[config.mk]
export PLATFORM = sky130hd
export DESIGN_NAME = perc_neuron_ctrl
export DESIGN_NICKNAME = d
export VERILOG_FILES = /design/src/rtl/perc_neuron_ctrl_pkg.sv /design/src/rtl/perc_neuron_ctrl_mac.sv /design/src/rtl/perc_neuron_ctrl.sv
export SDC_FILE = /design/constraint.sdc
export NUM_CORES = 1
export LEC_CHECK = 0
export BUFFER_PORTS_ARGS = -buffer_cell sky130_fd_sc_hd__clkbuf_2
export CELL_PAD_IN_SITES_DETAIL_PLACEMENT = 1
export CELL_PAD_IN_SITES_GLOBAL_PLACEMENT = 1
export CORE_MARGIN = 5
export CORE_UTILIZATION = 50
export CTS_CLUSTER_SIZE = 28
export DETAILED_ROUTE_END_ITERATION = 7
export PLACE_DENSITY = 0.87
export REMOVE_ABC_BUFFERS = 1
export SLEW_MARGIN = 20
export SYNTH_ARGS = -nofsm -noshare
export SYNTH_HDL_FRONTEND = slang
export SYNTH_SLANG_ARGS = --single-unit
[constraint.sdc]
create_clock -name clk -period 15.3 [get_ports clk]
set_clock_uncertainty 0.1 [all_clocks]
set_input_delay 3.06 -clock clk [delete_from_list [all_inputs] [get_ports clk]]
set_output_delay 3.06 -clock clk [all_outputs]
set_load 0.01 [all_outputs]
[src/rtl/perc_neuron_ctrl_pkg.sv]
// Shared types for the perceptron datapath: data configuration, neuron FSM states and width helpers.
// DEF_DCONF_FXP is the default configuration: signed 16-bit fixed point with 8 fraction bits.
`ifndef DEF_DCONF_FXP
`define DEF_DCONF_FXP '{dtype: DT_FXP, sign: 1'b1, prec: 8'd16, frac: 8'd8}
`endif

package perc_neuron_ctrl_pkg;

    typedef enum logic [1:0] {DT_BOOL, DT_INT, DT_FXP, DT_FP} dtype_t;

    typedef struct packed {
        dtype_t     dtype;
        logic       sign;
        logic [7:0] prec;
        logic [7:0] frac;
    } dconf_t;

    typedef enum logic [1:0] {IDLE, ACC, ACT, OUT} neuron_state_t;

    // Full-precision products plus enough headroom for NIN of them and an aligned bias.
    function automatic int acc_width(input int prec, input int nin);
        return 2 * prec + $clog2(nin) + 1;
    endfunction

    function automatic int step_one(input dconf_t conf);
        return (conf.dtype == DT_FXP) ? (1 << conf.frac) : 1;
    endfunction

endpackage

[src/rtl/perc_neuron_ctrl_mac.sv]
// Signed multiply-accumulate register: clear has priority over load, load over enable.
// One-cycle update; no handshake, the controller qualifies en with the input beat.
module perc_mac
    import perc_neuron_ctrl_pkg::*;
#(
    parameter int PREC = 16,
    parameter int ACCW = 37
) (
    input  logic                   clk,
    input  logic                   reset_,
    input  logic                   clear,
    input  logic                   load,
    input  logic signed [ACCW-1:0] load_val,
    input  logic                   en,
    input  logic [PREC-1:0]        x,
    input  logic [PREC-1:0]        w,
    output logic signed [ACCW-1:0] acc
);

    logic signed [2*PREC-1:0] prod;

    assign prod = (2*PREC)'(signed'(x)) * (2*PREC)'(signed'(w));

    always_ff @(posedge clk or negedge reset_) begin
        if (!reset_) begin
            acc <= '0;
        end else if (clear) begin
            acc <= '0;
        end else if (load) begin
            acc <= load_val;
        end else if (en) begin
            acc <= acc + ACCW'(prod);
        end
    end

endmodule

[src/rtl/perc_neuron_ctrl.sv]
// One perceptron neuron: accumulates NIN x*w beats, applies a step, presents y; PERC_NEURON_BIAS_EN adds a bias seed.
// Latency: start -> in_ready next cycle; last beat -> out_valid two cycles later; in_valid gaps stall, out_valid holds until out_ready.
module perc_neuron_ctrl
    import perc_neuron_ctrl_pkg::*;
#(
    parameter dconf_t CONF = `DEF_DCONF_FXP,
    parameter int     PREC = int'(CONF.prec),
    parameter int     NIN  = 8,
    parameter int     ACCW = acc_width(PREC, NIN)
) (
    input  logic            clk,
    input  logic            reset_,
    input  logic            start,
    output logic            busy,
    input  logic            in_valid,
    output logic            in_ready,
    input  logic [PREC-1:0] in_x,
    input  logic [PREC-1:0] in_w,
`ifdef PERC_NEURON_BIAS_EN
    input  logic [PREC-1:0] bias,
`endif
    output logic            out_valid,
    input  logic            out_ready,
    output logic [PREC-1:0] out_y
);

    localparam int              FRAC = (CONF.dtype == DT_FXP) ? int'(CONF.frac) : 0;
    localparam int              CNTW = $clog2(NIN);
    localparam logic [PREC-1:0] ONE  = PREC'(step_one(CONF));

    if (!((CONF.dtype == DT_INT || CONF.dtype == DT_FXP) && CONF.sign)) begin : g_bad_conf
        $error("perc_neuron_ctrl: only signed INT or FXP data configurations are supported");
    end

    neuron_state_t          state, state_nxt;
    logic [CNTW-1:0]        cnt;
    logic                   beat;
    logic                   begin_eval;
    logic                   mac_clear;
    logic                   mac_load;
    logic signed [ACCW-1:0] seed;
    logic signed [ACCW-1:0] acc;

`ifdef PERC_NEURON_BIAS_EN
    // Bias shares the x format; shift it up to the product's 2*FRAC scale.
    assign seed = ACCW'(signed'(bias)) <<< FRAC;
`else
    assign seed = '0;
`endif

    always_ff @(posedge clk or negedge reset_) begin
        if (!reset_) begin
            state <= IDLE;
        end else begin
            state <= state_nxt;
        end
    end

    always_comb begin
        state_nxt  = state;
        busy       = 1'b1;
        in_ready   = 1'b0;
        out_valid  = 1'b0;
        begin_eval = 1'b0;
        beat       = 1'b0;
        case (state)
            IDLE: begin
                busy       = 1'b0;
                begin_eval = start;
                if (start) state_nxt = ACC;
            end
            ACC: begin
                in_ready = 1'b1;
                beat     = in_valid;
                if (in_valid && cnt == CNTW'(NIN - 1)) state_nxt = ACT;
            end
            ACT: state_nxt = OUT;
            OUT: begin
                out_valid = 1'b1;
                if (out_ready) state_nxt = IDLE;
            end
            default: state_nxt = IDLE;
        endcase
    end

`ifdef PERC_NEURON_BIAS_EN
    assign mac_clear = 1'b0;
    assign mac_load  = begin_eval;
`else
    assign mac_clear = begin_eval;
    assign mac_load  = 1'b0;
`endif

    always_ff @(posedge clk or negedge reset_) begin
        if (!reset_) begin
            cnt   <= '0;
            out_y <= '0;
        end else begin
            if (begin_eval) begin
                cnt <= '0;
            end else if (beat) begin
                cnt <= cnt + 1'b1;
            end
            // A zero sum fires the neuron.
            if (state == ACT) begin
                out_y <= (acc >= 0) ? ONE : '0;
            end
        end
    end

    perc_mac #(
        .PREC (PREC),
        .ACCW (ACCW)
    ) u_mac (
        .clk      (clk),
        .reset_   (reset_),
        .clear    (mac_clear),
        .load     (mac_load),
        .load_val (seed),
        .en       (beat),
        .x        (in_x),
        .w        (in_w),
        .acc      (acc)
    );

endmodule

Word level (Yosys, flattened, before mapping)

Cells that the tools add are included.

Flip-flop bits (word level): 57
Bits in latches: 0
Bits in writable memories: 0
Memory bits (read-only): 0
Bits of input ports: 37
Output and inout port bits: 19
Word-level logic and storage cells: 33
Memories kept: 0

$add $sub $neg: 2
Multiply operators: 1
Divide/modulo/power cells: 0
Order comparisons: 1
Equality and inequality tests: 7
Shift operators: 0
Mux-type cells: 14
Bitwise gates (word level): 0
Reduce and logical (&&, ||, !) cells: 4

Operator list:

| operator                                              | number |
|---|---|
| 2-to-1 mux 36 bit                                     | 2 |
| adder 36 x 32 -> 36 bit                               | 1 |
| >= comparator 36 x 1 -> 1 bit (second input constant) | 1 |
| multiplier 16 x 16 -> 32 bit                          | 1 |
| 2-to-1 mux 9 bit                                      | 1 |
| case mux 2 bit (4 select lines)                       | 1 |
| 2-to-1 mux 2 bit                                      | 3 |
| 2-to-1 mux 3 bit                                      | 2 |
| != test 2 bit (second input constant)                 | 3 |
| 2-to-1 mux 1 bit                                      | 5 |
| == test 2 bit (second input constant)                 | 2 |
| adder 3 x 1 -> 3 bit (second input constant)          | 1 |
| == test 3 bit (second input constant)                 | 1 |
| AND reduction 3 bit                                   | 1 |
| == test 2 x 1 -> 1 bit (second input constant)        | 1 |
| logical NOT 2 bit                                     | 1 |
| nonzero test 2 bit                                    | 1 |
| logical AND 1 bit                                     | 1 |

Longest topological paths before layout

Gate-level depths: netlist of the first run.

Word-level depth: 4
Depth in mapped cells: 23
Depth with buffers taken out: 22

Hierarchy

A second synthesis of the first run with hierarchy kept.

Cells, all modules: 1,533
Area total of the unflattened synthesis: 14,031.0 µm²

By module, submodules not included:

| module           | instances | cells each | area each (µm²) | seq. area each (µm²) |
|---|---|---|---|---|
| perc_mac         | 1         | 1,481      | 13,554.2        | 900.9 |
| perc_neuron_ctrl | 1         | 52         | 476.7           | 150.1 |

Worst setup path before layout of the first run

OpenSTA, ideal clock, no wires.

Path type: input port to flip-flop
Start point: input in_x[15]
End point: register u_mac.acc[32]
Library setup time: 0.122 ns
Arrival: 8.536 ns
Required time: 15.078 ns
Setup slack: 6.542 ns
Cell stages on the path: 20
Buffers on the path: 1
Cell sequence: clkbuf_1 nand2_1 fa_1 fa_1 fa_1 inv_1 fa_1 fa_1 inv_1 fa_1 inv_1 ha_1 and4_1 nand3_1 o32ai_1 nor3_1 a21oi_2 o21a_1 or3_1 a32o_1

Longest elaborated chain between the ends: 4

RTL lines:

| what                         | line                       | RTL |
|---|---|---|
| from (decl)                  | perc_neuron_ctrl.sv:17     | `input logic [PREC-1:0] in_x,` |
| multiplier 16 x 16 -> 32 bit | perc_neuron_ctrl_mac.sv:22 | `assign prod = (2*PREC)'(signed'(x)) * (2*PREC)'(signed'(w));` |
| adder 36 x 32 -> 36 bit      | perc_neuron_ctrl_mac.sv:32 | `acc <= acc + ACCW'(prod);` |
| 2-to-1 mux 36 bit            | perc_neuron_ctrl_mac.sv:31 | `end else if (en) begin` |
| 2-to-1 mux 36 bit            | perc_neuron_ctrl_mac.sv:27 | `end else if (clear) begin` |
| to (signal assigned)         | perc_neuron_ctrl_mac.sv:30 | `acc <= load_val;` |
| to (signal assigned)         | perc_neuron_ctrl_mac.sv:32 |  |
| to (decl)                    | perc_neuron_ctrl_mac.sv:17 | `output logic signed [ACCW-1:0] acc` |

No other way between the ends. The select of a mux whose other input is x is not followed.
A chain may end at the register's enable or synchronous reset.

Final worst setup path of the first run

Start point: input in_w[2]
End point: register u_mac.acc[33]

Longest elaborated chain between the ends: 4

RTL lines:

| what                         | line                       | RTL |
|---|---|---|
| from (decl)                  | perc_neuron_ctrl.sv:18     | `input logic [PREC-1:0] in_w,` |
| multiplier 16 x 16 -> 32 bit | perc_neuron_ctrl_mac.sv:22 |  |
| adder 36 x 32 -> 36 bit      | perc_neuron_ctrl_mac.sv:32 |  |
| 2-to-1 mux 36 bit            | perc_neuron_ctrl_mac.sv:31 |  |
| 2-to-1 mux 36 bit            | perc_neuron_ctrl_mac.sv:27 |  |

No other way between the ends. The select of a mux whose other input is x is not followed.

==> results.py, run 1 <==
metrics = {
    "sta": {
        "maxSlewViolCount": 0,
        "worstMarginPinSlew_ps": 1030,
        "hold_viol": 0,
        "rsz0062_at_grt": "false",
        "fmax_mhz": 105,
        "totalNegativeSetupSlack_ps": 0,
        "post-route-period-util": 0.620,
        "setup_viol": 0,
        "period_minus_slack_ps": 9480,
        "relSlewSlack": 0.315,
    },
    "floorplan": {
        "ioPinCount": 56,
        "die_y_um": 174,
        "die-area_um2": 30400,
        "rows": 60,
        "fp.coreArea_um2": 26800,
        "die_x_um": 174,
        "start_util": 0.504,
    },
    "worst_setup_path": {
        "r2r_slack_ps": 9950,
        "critPathRequiredTime_ps": 15340,
        "cp_num_buf_inv": 7,
        "r2r-end": "u_mac.acc[32]$_DFFE_PN0P_",
        "path_cells": "clkbuf_2, and2_1, inv_1, fa_1, inv_1, fa_1, inv_1, fa_1, inv_1, fa_1, fa_1, inv_1, fa_1, inv_1, ha_1, a21oi_1, o21bai_1, a211oi_1, o22ai_1, o32ai_2, o21ai_1, xnor2_1, o21ai_1",
        "cp_slowest_stage_delay_ps": 680,
        "end_kind": "flop",
        "crit_type": "in -> reg",
        "start_kind": "input port",
        "cp_top_family": "adder cells",
        "timing.rr.start": "u_mac.acc[15]$_DFFE_PN0P_",
        "cp_slowest_cell": "fa_1",
        "arrival_ps": 9520,
        "worstRegToRegCells": 18,
        "cp_max_fo": 16,
    },
    "synth": {
        "synthArstFlopShare": 1.00,
        "netlist_instances": 1441,
        "synth_edf_count": 0,
        "synth_area_um2": 13500,
        "yosys.area.top_type_share": 0.466,
        "synth_flop_cell": "dfrtp_1",
        "yosysSeqAreaShare": 0.0779,
        "ys_types": 54,
        "yosysWarnings": 0,
        "yosys_register_bits": 42,
        "synth_top_area_cell": "fa_1",
        "syn_avg_cell_area_um2": 9.37,
        "synth_area_leaders": "fa_1 47%, inv_1 11%, ha_1 11%",
    },
    "routing": {
        "drcViolationCount": 0,
        "vias_per_cell": 5.44,
        "wl_per_cell_um": 20.3,
        "drt_wl_total_um": 36400,
        "drt_iter0_drc": 541,
        "detail-route-antenna-nets": 0,
        "firstDrtPassIters": 5,
        "vias": 9746,
    },
    "hold_path": {
        "min_from": "u_mac.acc[15]$_DFFE_PN0P_",
        "hold_depth": 2,
        "hold_end": "u_mac.acc[15]$_DFFE_PN0P_",
        "holdCritPathClass": "reg -> reg",
    },
    "placement": {
        "place_congestion": 0.874,
        "port_buffers": 40,
        "dp_hpwl_um": 31000,
    },
    "grt": {
        "first_global_vias": 11800,
        "grt_max_degree": 43,
        "grt_pass1_wl_um": 61000,
        "overflow": 0,
        "antenna_found_initial": 0,
        "grt_use_total": 0.251,
    },
    "clocking": {
        "cts_num_sinks": 42,
        "cts_resized": 0,
        "postCtsSetupRepairBufs": 0,
        "cts_tree": "built",
        "cts_htree_levels": 2,
        "path_clk_slew_ps": 70,
        "cts.path.max_buffers": 2,
        "numCtsBuffers": 5,
        "clk_latency_ps": 290,
        "cts_hold_buf": 0,
        "cts_root_buf": "clkbuf_16",
    },
    "cells_and_area": {
        "diodes": 0,
        "drive_gt1_frac": 0.0497,
        "finalNetCount": 1915,
        "syn_to_final_growth_pct": 4.53,
    },
    "outcome": {
        "status": "finished, final reports clean",
    },
    "run": {
        "drv_cap": 0,
    },
}
how the worst max path moves through the flow:
stage	from	end	slack, ps	cells past startpoint
final	in_w[2]	u_mac.acc[33]$_DFFE_PN0P_	5820	23
after global routing	in_w[2]	u_mac.acc[33]$_DFFE_PN0P_	5580	23
after CTS	in_w[2]	u_mac.acc[33]$_DFFE_PN0P_	5880	23
after detailed placement	in_w[2]	u_mac.acc[33]$_DFFE_PN0P_	5570	23
after global placement	in_w[2]	u_mac.acc[33]$_DFFE_PN0P_	6010	23
after floorplan	in_w[2]	u_mac.acc[32]$_DFFE_PN0P_	6770	20
final cells by class:
| class | count | area [um2] |
|---|---|---|
| fill | 3071 | 12700 |
| multi-input combinational | 962 | 10800 |
| inverter | 396 | 1490 |
| sequential | 42 | 1050 |
| tap | 341 | 427 |
| timing repair buffer | 43 | 223 |
| clock buffer | 6 | 139 |
| clock inverter | 1 | 30.0 |
cells in the final DEF (no fill, tap or decap), drive strengths merged, types with 2 or more instances in the layout:
cell,instances
inv,396
fa,314
nand2,160
and2,126
ha,114
clkbuf,46
dfrtp,42
o21ai,38
a21oi,33
nor2,25
xnor2,24
conb,15
nand3,10
nor3,10
a22o,10
xor2,8
a21o,8
a211oi,7
o21bai,6
o21a,6
o31ai,6
o211ai,5
or3,4
nand2b,3
and4,3
and3,3
mux2i,3
o22ai,3
a32o,3
buf,3
nand4,2
a31oi,2
o41ai,2
a32oi,2
o32ai,2
kinds of logic (layout without fill, tap and decap cells):
logic type / Yosys count / count (layout) / synth area share
buffers and inverters: 451 / 446 / 0.130
adders and majority gates: 428 / 428 / 0.571
and+or+nand+nor: 347 / 347 / 0.126
AOI/OAI and AO/OA: 137 / 137 / 0.0723
DFF: 42 / 42 / 0.0779
xor gates and xnor gates: 32 / 32 / 0.0208
muxes: 3 / 3 / 0.00222
other: 1 / 15 / 0.000278
metrics by stage:
stage               setup WS (ps)  area (um2)   util  instances  hold slack [ps]
finish                       5820       14100  0.527       1791              387
global route                 5580       14100  0.527       1791              431
CTS                          5880       14100  0.527       1791              387
detailed placement           5570       13900  0.520       1784              373
global placement             6010       13900  0.520       1784              369
floorplan                    6770       13300      -       1400              350
registers in the layout, summed over array words and instances (netlist names):
| register | cells |
|---|---|
| cnt | 3 |
| out_y | 1 |
| state | 2 |
| u_mac.acc | 36 |
layer usage:
| layer | vias up | wire (um) | global-route usage |
|---|---|---|---|
| li1 | 4226 | - | - |
| met1 | 5191 | 14200 | 0.307 |
| met2 | 239 | 20000 | 0.471 |
| met3 | 90 | 1160 | 0.0204 |
| met4 | 0 | 1060 | 0.0752 |
| met5 | - | 0 | 0 |
synthesized netlist by cell type, drive strengths merged (4+ instances only):
cell type    n
a211oi       7
a21o         8
a21oi       33
a22o        10
and2       126
buf         17
clkbuf      38
dfrtp       42
fa         314
ha         114
inv        396
nand2      160
nand3       10
nor2        25
nor3        10
o211ai       5
o21a         6
o21ai       38
o21bai       6
o31ai        6
or3          4
xnor2       24
xor2         8
worst reg2reg max path: stages (launching register included):
cell	delay [ps]
dfrtp_1	350
inv_1	60
fa_1	500
inv_1	60
fa_1	540
fa_1	460
fa_1	540
inv_1	70
fa_1	490
inv_1	60
ha_1	350
a21oi_1	150
o21a_1	210
o32ai_1	140
nor3_1	300
a21oi_2	140
o21a_1	190
or3_1	310
a32o_1	250
Power of run 1 is left out: the tool's default activity adds up to more than one toggle a clock period on the data nets, which glitch-free logic cannot reach.
==> run 2, diff against run 1 <==
Settings changed: ABC_AREA set to 1, CORE_UTILIZATION 50 to 49, PLACE_DENSITY 0.87 to 0.89.
Clock period 15.3 ns to 9.1 ns, I/O delays scaled along.
==> results.py, run 2 <==
metrics = {
    "outcome": {
        "status": "finished, final reports clean",
    },
    "worst_setup_path": {
        "end_kind": "flop",
        "cp_top_family": "adder cells",
        "cp_slowest_stage_delay_ps": 920,
        "cp_slowest_cell": "fa_1",
        "critPathRequiredTime_ps": 9180,
        "crit_type": "in -> reg",
        "start_kind": "input port",
        "arrival_ps": 7620,
        "path_cells": "clkbuf_2, nand2_1, fa_1, fa_1, fa_1, fa_1, inv_1, fa_1, inv_1, fa_1, inv_1, ha_1, nand2_1, nor2_1, inv_1, nor2_1, and2_2, nand2_1, nand2_1, nand2_1, nand3_1, nand2_1",
        "cp_max_fo": 16,
        "cp_num_buf_inv": 5,
    },
    "cells_and_area": {
        "syn_to_final_growth_pct": 4.05,
        "diodes": 0,
        "regMostFlops": "u_mac.acc",
        "largest_reg_flops": 36,
        "finalNetCount": 2365,
        "fin_util": 0.514,
        "drive_gt1_frac": 0.0405,
        "final_common_cell": "inv_1",
        "reg_top3": "u_mac.acc x36, cnt x3, state x2",
        "most-common-layout-cells": "613 x inv_1, 521 x nand2_1, 314 x fa_1, 114 x ha_1, 56 x nor2_1",
    },
    "floorplan": {
        "die_x_um": 183,
        "ioPinCount": 56,
        "rows": 63,
        "die_y_um": 183,
        "fp.coreArea_um2": 29600,
        "start_util": 0.494,
        "die-area_um2": 33400,
    },
    "synth": {
        "yosys.area.top_type_share": 0.430,
        "synth_top_area_cell": "fa_1",
        "synth_area_um2": 14600,
        "yosysSeqAreaShare": 0.0719,
        "synth_flop_cell": "dfrtp_1",
        "ys_types": 36,
        "yosysWarnings": 0,
        "syn_avg_cell_area_um2": 7.62,
        "yosys_register_bits": 42,
        "netlist_instances": 1918,
        "synthArstFlopShare": 1.00,
        "synthMostInstantiatedCell": "inv_1",
        "synth_edf_count": 0,
        "netlist_top_cells_count": "613 x inv_1, 521 x nand2_1, 314 x fa_1, 114 x ha_1, 63 x clkbuf_1",
        "synth_area_leaders": "fa_1 43%, inv_1 16%, nand2_1 13%",
    },
    "clocking": {
        "cts_num_sinks": 42,
        "cts_tree": "built",
        "path_clk_slew_ps": 60,
        "cts_root_buf": "clkbuf_16",
        "postCtsSetupRepairBufs": 0,
        "numCtsBuffers": 5,
        "cts_resized": 0,
        "cts_htree_levels": 2,
        "cts_hold_buf": 0,
        "cts.path.max_buffers": 2,
        "clk_latency_ps": 290,
    },
    "routing": {
        "wl_per_cell_um": 19.0,
        "vias": 11800,
        "drcViolationCount": 0,
        "vias_per_cell": 5.14,
        "drt_wl_total_um": 43400,
        "drt_iter0_drc": 520,
        "firstDrtPassIters": 5,
        "detail-route-antenna-nets": 0,
    },
    "sta": {
        "post-route-period-util": 0.828,
        "rsz0062_at_grt": "false",
        "relSlewSlack": 0.376,
        "period_minus_slack_ps": 7540,
        "hold_viol": 0,
        "setup_viol": 0,
        "maxSlewViolCount": 0,
        "fmax_mhz": 133,
        "worstMarginPinSlew_ps": 934,
        "totalNegativeSetupSlack_ps": 0,
    },
    "grt": {
        "antenna_found_initial": 0,
        "first_global_vias": 14200,
        "grt_use_total": 0.271,
        "grt_pass1_wl_um": 72200,
        "overflow": 0,
        "grt_max_degree": 43,
    },
    "hold_path": {
        "holdCritPathClass": "reg -> reg",
    },
    "placement": {
        "place_congestion": 0.920,
        "port_buffers": 40,
        "dp_hpwl_um": 38800,
    },
    "run": {
        "drv_cap": 0,
    },
}
-- run 2: cell count changes after synthesis, moves of 7 or more --
cell	previous run	this run
nor2_1	25	56
and2_1	125	2
nand2_2	1	8
inv_1	396	613
nand2_1	159	521
nor3_1	10	3
clkbuf_1	38	63
nand3b_1	0	9
nor2_2	0	7
xnor2_1	24	1
nand3_1	10	44
-- run 2: path summary, 6_finish.rpt --
path / to / cells past startpoint / from / slack (ps)
max: u_mac.acc[32]$_DFFE_PN0P_ / 22 / in_w[1] / 1560
min: u_mac.acc[29]$_DFFE_PN0P_ / 2 / u_mac.acc[29]$_DFFE_PN0P_ / 400
max reg2reg: u_mac.acc[32]$_DFFE_PN0P_ / 21 / u_mac.acc[15]$_DFFE_PN0P_ / 4000
min reg2reg: u_mac.acc[29]$_DFFE_PN0P_ / 2 / u_mac.acc[29]$_DFFE_PN0P_ / 400
max in group asynchronous: u_mac.acc[20]$_DFFE_PN0P_ / 2 / reset_ / 6980
min in group asynchronous: out_y[8]$_DFFE_PN0P_ / 2 / reset_ / 1510
-- run 2: kinds of logic (layout without fill, tap and decap cells) --
logic type | count (synthesis) | in the layout | share of synthesized area
buffers and inverters | 700 | 669 | 0.184
other | 1 | 15 | 0.000257
adders and majority gates | 428 | 428 | 0.528
AOI/OAI and AO/OA | 82 | 82 | 0.0313
xor gates and xnor gates | 3 | 3 | 0.00180
and+or+nand+nor | 662 | 662 | 0.182
DFF | 42 | 42 | 0.0719
-- run 2: area by class of cell --
type / instances / area [um2]
fillers: 3755 / 14400
multi-input cells: 1190 / 10900
inverters: 616 / 2310
flip-flops and latches: 42 / 1050
well taps: 390 / 488
repair buffers: 45 / 238
clock buffers: 5 / 125
clock inverters: 3 / 68.8
-- run 2: stage by stage --
stage | setup WS (ps) | hold WS, ps | cell area [um2] | instances
6_report | 1560 | 400 | 15200 | 2291
5_1_grt | 1210 | 424 | 15200 | 2291
4_1_cts | 1520 | 404 | 15200 | 2291
3_5_place_dp | 1230 | 383 | 15000 | 2283
3_3_place_gp | 1430 | 375 | 15000 | 2283
2_1_floorplan | 2390 | 355 | 14300 | 1848
-- run 2: worst min-delay path, stage by stage (launching register included) --
cell	delay, ps
dfrtp_1	350
nand2_1	60
nand2_1	60
-- run 2: layer usage --
| layer | up-vias | GRT usage | routed length [um] |
|---|---|---|---|
| met4 | 0 | 0.0958 | 1720 |
| met3 | 139 | 0.0283 | 1820 |
| met2 | 341 | 0.513 | 23300 |
| li1 | 5291 | - | - |
| met1 | 6002 | 0.317 | 16600 |
| met5 | - | 0 | 0 |
Power of run 2 is left out for the same reason.
==> run 3, diff against run 2 <==
Settings changed: ABC_AREA 1 to 0, CORE_UTILIZATION 49 to 46, PLACE_DENSITY 0.89 to 0.84.
Clock period 9.1 ns to 6.4 ns, I/O delays scaled along.
==> results.py, run 3 (same netlist as run 1, synthesis figures left out) <==
metrics = {
    "outcome": {
        "status": "finished with violations",
        "violations": "setup timing",
    },
    "cells_and_area": {
        "most-common-layout-cells": "371 x inv_1, 301 x fa_1, 162 x buf_4, 146 x nand2_1, 112 x and2_1",
        "diodes": 0,
        "largest_reg_flops": 36,
        "regMostFlops": "u_mac.acc",
        "finalNetCount": 2105,
        "drive_gt1_frac": 0.245,
        "reg_top3": "u_mac.acc x36, cnt x3, state x2",
        "final_design_area_no_fill_um2": 16900,
        "final_common_cell": "inv_1",
        "syn_to_final_growth_pct": 25.1,
    },
    "floorplan": {
        "ioPinCount": 56,
        "die_y_um": 181,
        "die_x_um": 181,
        "rows": 62,
        "die-area_um2": 32900,
        "fp.coreArea_um2": 28900,
        "start_util": 0.468,
    },
    "clocking": {
        "cts_tree": "built",
        "cts_num_sinks": 42,
        "path_clk_slew_ps": 60,
        "clk_latency_ps": 310,
        "cts_root_buf": "clkbuf_16",
        "cts.path.max_buffers": 2,
        "cts_hold_buf": 0,
        "numCtsBuffers": 5,
        "cts_htree_levels": 2,
    },
    "worst_setup_path": {
        "startpoint": "in_x[15]",
        "start_kind": "input port",
        "arrival_ps": 7240,
        "cp_slowest_cell": "fa_1",
        "path_common_cell": "fa_1",
        "cp_slowest_stage_delay_ps": 530,
        "timing.rr.start": "u_mac.acc[12]$_DFFE_PN0P_",
        "cp_max_fo": 7,
        "r2r_slack_ps": 990,
        "cp_num_buf_inv": 7,
        "end_kind": "flop",
        "critPathRequiredTime_ps": 6480,
        "crit_type": "in -> reg",
        "path_cells": "clkbuf_16, buf_6, and2_4, buf_4, fa_1, fa_1, inv_1, fa_1, inv_1, fa_1, fa_1, inv_1, fa_1, inv_1, ha_4, and4_4, nand3_4, o32ai_4, nor3_2, a21oi_2, o21a_1, or3_1, a32o_1",
        "cp_top_family": "adder cells",
    },
    "hold_path": {
        "holdCritPathClass": "reg -> reg",
        "min_from": "u_mac.acc[27]$_DFFE_PN0P_",
    },
    "routing": {
        "wl_per_cell_um": 28.7,
        "wl_met3_um": 4320,
        "wl_met2_um": 28900,
        "detail-route-antenna-nets": 0,
        "vias_per_cell": 5.92,
        "vias": 12000,
        "wl_met1_um": 19300,
        "drt_iter0_drc": 1091,
        "drcViolationCount": 0,
        "highest-signal-layer": "met4",
        "firstDrtPassIters": 5,
        "drt_wl_total_um": 58000,
    },
    "placement": {
        "place_area_um2": 15300,
        "dp_hpwl_um": 35500,
        "dp_slack_ps": -1130,
        "port_buffers": 40,
        "place_congestion": 0.895,
    },
    "grt": {
        "antenna_found_initial": 0,
        "overflow": 0,
        "first_global_vias": 13700,
        "grt_pass1_wl_um": 76400,
        "grt_max_degree": 43,
        "grt_use_total": 0.298,
    },
    "sta": {
        "fmax_mhz": 140,
        "maxSlewViolCount": 0,
        "layout_setup_ws_ps": -758,
        "totalNegativeSetupSlack_ps": -11790,
        "hold_slack_ps": 398,
        "rsz0062_at_grt": "true",
        "worstMarginPinSlew_ps": 1230,
        "period_minus_slack_ps": 7160,
        "setup_viol": 26,
        "hold_viol": 0,
        "relSlewSlack": 0.183,
        "post-route-period-util": 1.12,
    },
    "run": {
        "drv_cap": 0,
    },
}
run 3: stage by stage:
stage / cells / util
6_report: 2024 / 0.585
5_1_grt: 2024 / 0.585
4_1_cts: 2004 / 0.570
3_5_place_dp: 1990 / 0.531
3_3_place_gp: 1990 / 0.531
2_1_floorplan: 1400 / -
run 3: worst paths after layout:
path	depth (start not counted)	endpoint
max in group asynchronous	2	u_mac.acc[25]$_DFFE_PN0P_
worst max-delay path	23	u_mac.acc[32]$_DFFE_PN0P_
worst min register to register	2	u_mac.acc[27]$_DFFE_PN0P_
worst max register to register	18	u_mac.acc[19]$_DFFE_PN0P_
worst min-delay path	2	u_mac.acc[27]$_DFFE_PN0P_
min in group asynchronous	2	u_mac.acc[7]$_DFFE_PN0P_
run 3: worst min-delay path, delay by kind of cell (launching register included):
family / cells / cell delay (ps)
AOI/OAI and AO/OA: 1 / 60
DFF: 1 / 350
and+or+nand+nor: 1 / 50
run 3: metal layers:
layer | track usage | up-vias
met5 | 0 | -
met4 | 0.153 | 0
met3 | 0.0543 | 385
met2 | 0.542 | 817
met1 | 0.331 | 6180
li1 | - | 4601
run 3: area by class of cell:
cell class | instances | area [um2]
Inverter | 396 | 1490
Clock inverter | 1 | 30.0
Multi-Input combinational cell | 962 | 11600
Tap cell | 384 | 480
Timing Repair Buffer | 233 | 2140
Sequential cell | 42 | 1050
Fill cell | 3194 | 12000
Clock buffer | 6 | 139
run 3: timing repair:
action                     4_1_cts  5_1_grt
setup endpoints to repair       23       23
setup buffers                    7       22
pin swaps                       84       84
resized for setup              200       70
gates cloned                     0        1
Power of run 3 is left out for the same reason.
